File: src/rtl/rotate_controller.sv
// Sequencer for the rho-step rotate datapath: walks 25 lanes x 64 slices,
// issuing a stage/commit strobe pair per slice under counter carry-out control.
module rotate_controller (
  input  logic clk,
  input  logic rst,
  input  logic start,
  input  logic stall,
  input  logic cnt_co_64,
  input  logic cnt_co_25,
  output logic wr_en_1,
  output logic wr_en_2,
  output logic inreg_en,
  output logic cnt_en_64,
  output logic cnt_en_25,
  output logic cnt_rst_64,
  output logic cnt_rst_25,
  output logic busy,
  output logic done
);

  localparam logic [2:0] S_IDLE      = 3'd0;
  localparam logic [2:0] S_INIT      = 3'd1;
  localparam logic [2:0] S_STAGE     = 3'd2;
  localparam logic [2:0] S_COMMIT    = 3'd3;
  localparam logic [2:0] S_NEXT_LANE = 3'd4;
  localparam logic [2:0] S_DONE      = 3'd5;

  logic [2:0] state;
  logic [2:0] state_next;

  always_ff @(posedge clk) begin
    if (rst) state <= S_IDLE;
    else     state <= state_next;
  end

  // Handshake: start is a request taken only in IDLE (no queuing while busy);
  // done is a single-cycle pulse, after which one IDLE cycle always follows.
  always_comb begin
    state_next = state;
    case (state)
      S_IDLE:      if (start) state_next = S_INIT;
      S_INIT:      state_next = S_STAGE;
      S_STAGE:     if (!stall) state_next = S_COMMIT;
      S_COMMIT:    if (!stall) state_next = cnt_co_64 ? S_NEXT_LANE : S_STAGE;
      S_NEXT_LANE: if (!stall) state_next = cnt_co_25 ? S_DONE : S_STAGE;
      S_DONE:      state_next = S_IDLE;
      default:     state_next = S_IDLE;
    endcase
  end

  // Outputs are forced low while rst is held so a mid-pass reset is silent at once.
  always_comb begin
    wr_en_1    = 1'b0;
    wr_en_2    = 1'b0;
    inreg_en   = 1'b0;
    cnt_en_64  = 1'b0;
    cnt_en_25  = 1'b0;
    cnt_rst_64 = 1'b0;
    cnt_rst_25 = 1'b0;
    busy       = 1'b0;
    done       = 1'b0;
    if (!rst) begin
      busy = (state != S_IDLE);
      case (state)
        S_INIT: begin
          cnt_rst_64 = 1'b1;
          cnt_rst_25 = 1'b1;
        end
        S_STAGE: if (!stall) begin
          wr_en_1  = 1'b1;
          inreg_en = 1'b1;
        end
        S_COMMIT: if (!stall) begin
          wr_en_2   = 1'b1;
          cnt_en_64 = 1'b1;
        end
        // Lane advance is suppressed on the final lane so the counter parks at 31.
        S_NEXT_LANE: if (!stall) begin
          cnt_rst_64 = 1'b1;
          cnt_en_25  = !cnt_co_25;
        end
        S_DONE:  done = 1'b1;
        default: ;
      endcase
    end
  end

endmodule

File: config.mk
export PLATFORM = sky130hd
export DESIGN_NAME = rotate_controller
export DESIGN_NICKNAME = d
export VERILOG_FILES = /design/src/rtl/rotate_controller.sv
export SDC_FILE = /design/constraint.sdc
export NUM_CORES = 1
export LEC_CHECK = 0
export CAP_MARGIN = 20
export CELL_PAD_IN_SITES_DETAIL_PLACEMENT = 0
export CELL_PAD_IN_SITES_GLOBAL_PLACEMENT = 1
export CORE_MARGIN = 4
export CORE_UTILIZATION = 25
export CTS_BUF_LIST = sky130_fd_sc_hd__clkbuf_4
export DETAILED_ROUTE_END_ITERATION = 8
export GPL_TIMING_DRIVEN = 1
export PLACE_DENSITY_LB_ADDON = 0.3
export SYNTH_ARGS = -nofsm -noshare
export SYNTH_HDL_FRONTEND = slang
export SYNTH_SLANG_ARGS = --single-unit
File: constraint.sdc
create_clock -name clk -period 1.2 [get_ports clk]
set_input_delay 0.24 -clock clk [delete_from_list [all_inputs] [get_ports clk]]
set_output_delay 0.24 -clock clk [all_outputs]
set_load 0.02 [all_outputs]
==> results.toml, run 1 <==
[finish]
drive_gt1_share_pct = 71.21
final_cell_mix = "15 x buf_4, 8 x buf_6, 4 x clkbuf_4"
num-fill-cells = 110
area_growth_pct = 109.2
largest_reg_flops = 3
reg.largest.list = "state x3"
diodes = 0
largest_register = "state"
layout_commonest_cell = "buf_4"
nets = 73

[drt]
first_iter_violations = 6
wl_per_cell_um = 12.29
vias = 385
wl_um = 983
via_per_inst = 4.813
first_pass_iters = 4
drtAntennaViolNets = 0
drc = 0

[global_route]
grt_max_degree = 8
antenna_found_initial = 0
grt_pass1_wl_um = 1511
grt_pass1_vias = 369
track_usage_pct = 10.76
grt_remaining_overflow = 0

[cts]
numCtsBuffers = 3
clk_latency_ps = 240
h-tree-depth = 1
clk_pin_slew_ps = 40
clockRootBuffer = "clkbuf_4"
clockBufferDepth = 2
cts_tree = "built"
clock_sinks = 3

[yosys]
postSynthAreaPerCell_sq_um = 8.164
yosysSeqAreaShare_pct = 18.39
ys_seq_elements = 3
synth_fp_nets = 46
synth_adder_area_share_pct = 0
synth_xor_area_share_pct = 2.682
ys_warn_count = 0
netlist_area_sq_um = 326.6
synthTopCellsByArea = "dfxtp_1 18%, buf_4 6.9%, nor2_1 5.7%"
synth_compound_area_share_pct = 18.01
synth_top_family_by_area = "simple AND/OR/NAND/NOR gates"
synth_top_area_share_pct = 18.39
synth_cells = 40
yosysUniqueCellTypes = 27
synth_largest_area_cell = "dfxtp_1"
synthMuxAreaShare_pct = 0
synthSimpleGateAreaFrac_pct = 47.51

[sta]
relSlewSlack_pct = 82.02
setup_tns_ps = -1715
fin_worst_skew_ps = 7.623
fin_ws_ps = -185.7
rsz0062_at_grt = "yes"
period_share_pct = 115.5
setup_violations = 11
min_period_ps = 1386
drv_slew = 0
hold_viol = 0
fmax_mhz = 721.6
hold_ws_ps = 508.6
tightest_slew_ps = 269.2

[outcome]
violations = "negative setup slack"
run_status = "finished, violations left"

[die]
num_rows = 12
core_area_sq_mm = 0.001171
chipWidth_um = 44.14
die_h_um = 44.14
ios = 15
die_area_sq_mm = 0.001948
start_util_pct = 27.88

[worst_hold_path]
holdCritPathClass = "in2reg"

[place]
hpwl_um = 729
place_worst_setup_slack_ps = -945.0
place.gp.congestion = 0.8215
portBuffers = 14

[critical_path]
arrival_ps = 1150
slowest_delay_ps = 410
cp-end-kind = "primary output"
cp_slowest_cell = "dfxtp_4"
critPathKind = "reg2out"
cp_max_fo = 5
path_cells = "nor2b_4 -> and3_4 -> buf_6"
worstPathRequired_ps = 960
cp-start-kind = "register"

[flow_run]
maxCapViolCount = 0

[power]
p_leak_nw = 0.2693
peakVddDrop_mv = 0.4943
p_per_area_mw_per_mm2 = 710.6
finalPower_mw = 0.4854
-- cells by family after synthesis --
group,Yosys count
DFF,3
xor gates and xnor gates,1
and+or+nand+nor,24
AOI/OAI and AO/OA,6
buffers and inverters,6
-- routing by layer --
| layer | up-vias | global-route usage, % | share of wire, % |
|---|---|---|---|
| li1 | 195 | - | - |
| met1 | 175 | 11.51 | 39 |
| met2 | 13 | 18.02 | 51 |
| met3 | 2 | 2.033 | 7.1 |
| met4 | 0 | 9.036 | 2.8 |
| met5 | - | 0 | 0 |
-- power by group --
group / internal [mW] / switching [mW]
Clock: 0.147 / 0.0579
Combinational: 0.0906 / 0.0712
Sequential: 0.103 / 0.0151
-- metrics by stage --
stage	util (%)	instances	instance area [sq um]
after floorplan	-	40	411.6
after global placement	50.21	73	588.1
after detailed placement	50.21	73	588.1
after CTS	56.94	79	666.9
after global routing	58.33	80	683.2
final	58.33	80	683.2
-- path summary, 6_finish.rpt --
kind / cells past startpoint / end / from / slack (ps)
worst max-delay path: 3 / wr_en_2 / state[1]$_SDFFE_PP0P_ / -190
worst min register to register: 2 / state[0]$_SDFFE_PP0P_ / state[2]$_SDFFE_PP0P_ / 650
worst max register to register: 4 / state[1]$_SDFFE_PP0P_ / state[1]$_SDFFE_PP0P_ / -130
worst min-delay path: 3 / state[1]$_SDFFE_PP0P_ / rst / 510
-- Yosys cell counts (all sizes together) --
| cell type | instances |
|---|---|
| a211oi | 1 |
| a221oi | 1 |
| a22oi | 1 |
| a32oi | 1 |
| and3 | 1 |
| and4b | 1 |
| buf | 6 |
| dfxtp | 3 |
| nand2 | 3 |
| nand2b | 2 |
| nand3 | 1 |
| nand3b | 1 |
| nor2 | 6 |
| nor2b | 1 |
| nor3 | 1 |
| nor3b | 2 |
| nor4b | 2 |
| nor4bb | 1 |
| o31ai | 2 |
| or2 | 1 |
| or3 | 1 |
| xnor2 | 1 |
-- final cells by class --
| type | instances | area (sq um) | share of cell area, % |
|---|---|---|---|
| multi-input cells | 31 | 311.5 | 45.60 |
| repair buffers | 28 | 252.7 | 37.00 |
| flip-flops and latches | 3 | 71.32 | 10.44 |
| clock buffers | 4 | 30.03 | 4.396 |
| well taps | 14 | 17.52 | 2.564 |
-- critical path: cells and delay by family (launching register included) --
kind | cells | cell delay [ps]
and+or+nand+nor | 2 | 390
buffers and inverters | 1 | 110
DFF | 1 | 410
-- what timing repair did --
item / in CTS / in global routing
hold buffers: 0 / 0
endpoints found under the setup margin: 12 / 11
pin swaps: 6 / 2
setup buffers: 2 / 1
resized for setup: 67 / 1
Power figures use the tool's default switching activity.
==> run 2, diff against run 1 <==
--- a/config.mk
+++ b/config.mk
@@ -12,7 +12,6 @@
 export CORE_UTILIZATION = 25
 export CTS_BUF_LIST = sky130_fd_sc_hd__clkbuf_4
 export DETAILED_ROUTE_END_ITERATION = 8
-export GPL_TIMING_DRIVEN = 1
 export PLACE_DENSITY_LB_ADDON = 0.3
 export SYNTH_ARGS = -nofsm -noshare
 export SYNTH_HDL_FRONTEND = slang
==> results of run 2 <==
The final DEF is identical to that of run 1; final timing and power are the same.
==> RTL edit: new RTL, config.mk and constraints of run 1 <==
Register the output `cnt_en_25`, with the module's reset; this adds one clock of latency there. The other outputs are not delayed to match.
--- a/src/rtl/rotate_controller.sv
+++ b/src/rtl/rotate_controller.sv
@@ -24,6 +24,8 @@
   localparam logic [2:0] S_COMMIT    = 3'd3;
   localparam logic [2:0] S_NEXT_LANE = 3'd4;
   localparam logic [2:0] S_DONE      = 3'd5;
+
+  logic cnt_en_25_d;
 
   logic [2:0] state;
   logic [2:0] state_next;
@@ -54,7 +56,7 @@
     wr_en_2    = 1'b0;
     inreg_en   = 1'b0;
     cnt_en_64  = 1'b0;
-    cnt_en_25  = 1'b0;
+    cnt_en_25_d = 1'b0;
     cnt_rst_64 = 1'b0;
     cnt_rst_25 = 1'b0;
     busy       = 1'b0;
@@ -77,7 +79,7 @@
         // Lane advance is suppressed on the final lane so the counter parks at 31.
         S_NEXT_LANE: if (!stall) begin
           cnt_rst_64 = 1'b1;
-          cnt_en_25  = !cnt_co_25;
+          cnt_en_25_d = !cnt_co_25;
         end
         S_DONE:  done = 1'b1;
         default: ;
@@ -85,5 +87,13 @@
     end
   end
 
+  always_ff @(posedge clk) begin
+    if (rst) begin
+      cnt_en_25 <= '0;
+    end else begin
+      cnt_en_25 <= cnt_en_25_d;
+    end
+  end
+
 endmodule
 
Behaviour: not the same (a bounded check fails within 10 cycles, from zero or initial values and one cycle with rst high).
==> RTL edit against run 1 <==
- final cell count rose by 3.8%
- routed wire length rose by 20%
- highest routed layer unchanged
- area after synthesis rose by 1.1%
- sequential cell count rose by 1
- power rose by 10%
- the flow still finishes with violations (negative setup slack)
- die area rose by 0.95%
- worst setup slack got worse by 0.020 ns
- final area rose by 5.7%
==> RTL edit: results (changes against run 1) <==
Status
  – Status: finished, violations left
  – Failing checks: negative setup slack

Finish
  – Fraction of layout instances using a drive strength above 1: 69.6% (-1.6 points)
  – Largest registers: state: 3 flops, cnt_en_25: 1 flops
  – Fin cells: 83 (+3.8%)
  – Fillers: 98 (-11%)
  – Nets: 77 (+5.5%)

Place
  – Dpl cell area: 574 sq um (-2.3%)
  – Post-place setup slack: -0.908 ns (+0.0369 ns)
  – Placer's final routability congestion estimate: 0.918 (+12%)
  – Placed Instances: 75 (+2.7%)
  – Hpwl dp: 846 um (+16%)

Power
  – P_leak: 0.000290 uW (+7.6%)
  – Max VDD drop: 640 uV (+29%)
  – Psw: 164 uW (+14%)

Drt
  – Via density: 5.29 (+9.9%)
  – Drt initial violations: 13 (+7)
  – Wire per inst: 14.2 um (+16%)

Synth
  – Sequential area share after synthesis: 24.2% (+5.9 points)
  – Synth cell types: 25 (-7.4%)
  – Net Count, Synth: 47 (+2.2%)
  – Avg Cell Area, Syn: 8.06 sq um (-1.3%)
  – Ranking of synthesized cells by area: dfxtp_1, buf_4, nor2_1
  – Post-synth top cells: nor2_1, dfxtp_1, nor3_1, buf_4, nand3_1

Critical path
  – Worst R2R Setup Slack: -0.04 ns (+0.09 ns)
  – CP endpoint: cnt_rst_64
  – Critical Path Source: state[2]
  – Critical R2R Launch: state[0]
  – Reg2reg end: state[1]
  – Crit-path max FO: 6 (+1)
  – Worst Path Arrival: 1.17 ns (+0.02 ns)

GRT
  – First-pass GRT wire length: 1860 um (+23%)
  – GRT Total Usage: 12.8% (+2.0 points)
  – Largest net degree at the start of global routing: 9 (+1)
  – Vias in the first global route: 436 (+18%)

STA
  – Worst-Margin Slew: 0.346 ns (+0.0763 ns)
  – Final setup viols: 9 (-2)
  – Hold WS: 0.380 ns (-0.128 ns)
  – Setup Skew: 0.000355 ns (-0.00727 ns)
  – Final worst slack: -0.206 ns (-0.0201 ns)
  – Setup TNS Final: -1.00 ns (+0.712 ns)

Worst hold path
  – Worst Hold Path EP: state[2]
  – Worst Hold Depth: 4 (+1)
  – Hold Path Origin: rst

Clocking
  – CTS clk-pin slew, worst paths: 0.04 ns (about the same)
## RTL edit: changes by cell type in the layout (fill, tap and decap cells not counted), sizes merged, moves of 2 or more
cell	delta
nand2b	-2
nand3	+2
nor3	+3
buf	+3
## RTL edit: layout make-up
cell class / instances / area (sq um) / area share (%)
repair buffers: 30 / 287 / 39.7
clock buffers: 3 / 22.5 / 3.12
well taps: 14 / 17.5 / 2.43
multi-input cells: 32 / 304 / 42.1
flip-flops and latches: 4 / 91.3 / 12.7
## RTL edit: kinds of logic (layout without fill, tap and decap cells)
group / after synthesis / in the layout / share of synthesized area [%]
flops: 4 / 4 / 24.2
compound gates: 8 / 8 / 20.8
buf+inv: 5 / 33 / 11.7
xor+xnor: 1 / 1 / 2.65
simple gates: 23 / 23 / 40.5
## RTL edit: what timing repair did
| action | 4_1_cts | 5_1_grt |
|---|---|---|
| hold buffers | 0 | 0 |
| pin swaps | 8 | 4 |
| resized for setup | 73 | 6 |
| hold endpoints to repair | 0 | 0 |
| endpoints found under the setup margin | 12 | 10 |
| buffers inserted | 3 | 2 |
## RTL edit: critical path, cell delays in order, from the launching register on
cell and delay, ns:
dfxtp_4 0.38, nor3b_4 0.19, nor2_2 0.07, nor3_4 0.16
buf_6 0.14
## RTL edit: per-layer routing
layer | global-route usage (%) | wire (um) | part of all wire, % | up-vias
li1 | - | - | - | 208
met1 | 12.3 | 433 | 37 | 209
met2 | 25.0 | 632 | 53 | 20
met3 | 4.47 | 85 | 7.2 | 2
met4 | 3.61 | 30 | 2.5 | 0
met5 | 0 | 0 | 0 | -
## RTL edit: power by group through the flow
stage          clock (uW)  sequential, uW  combinational (uW)
2_1_floorplan           0             148                88.1
3_3_place_gp            0             150                 155
3_5_place_dp            0             150                 162
4_1_cts               173             148                 190
5_1_grt               185             152                 232
6_report              171             150                 216
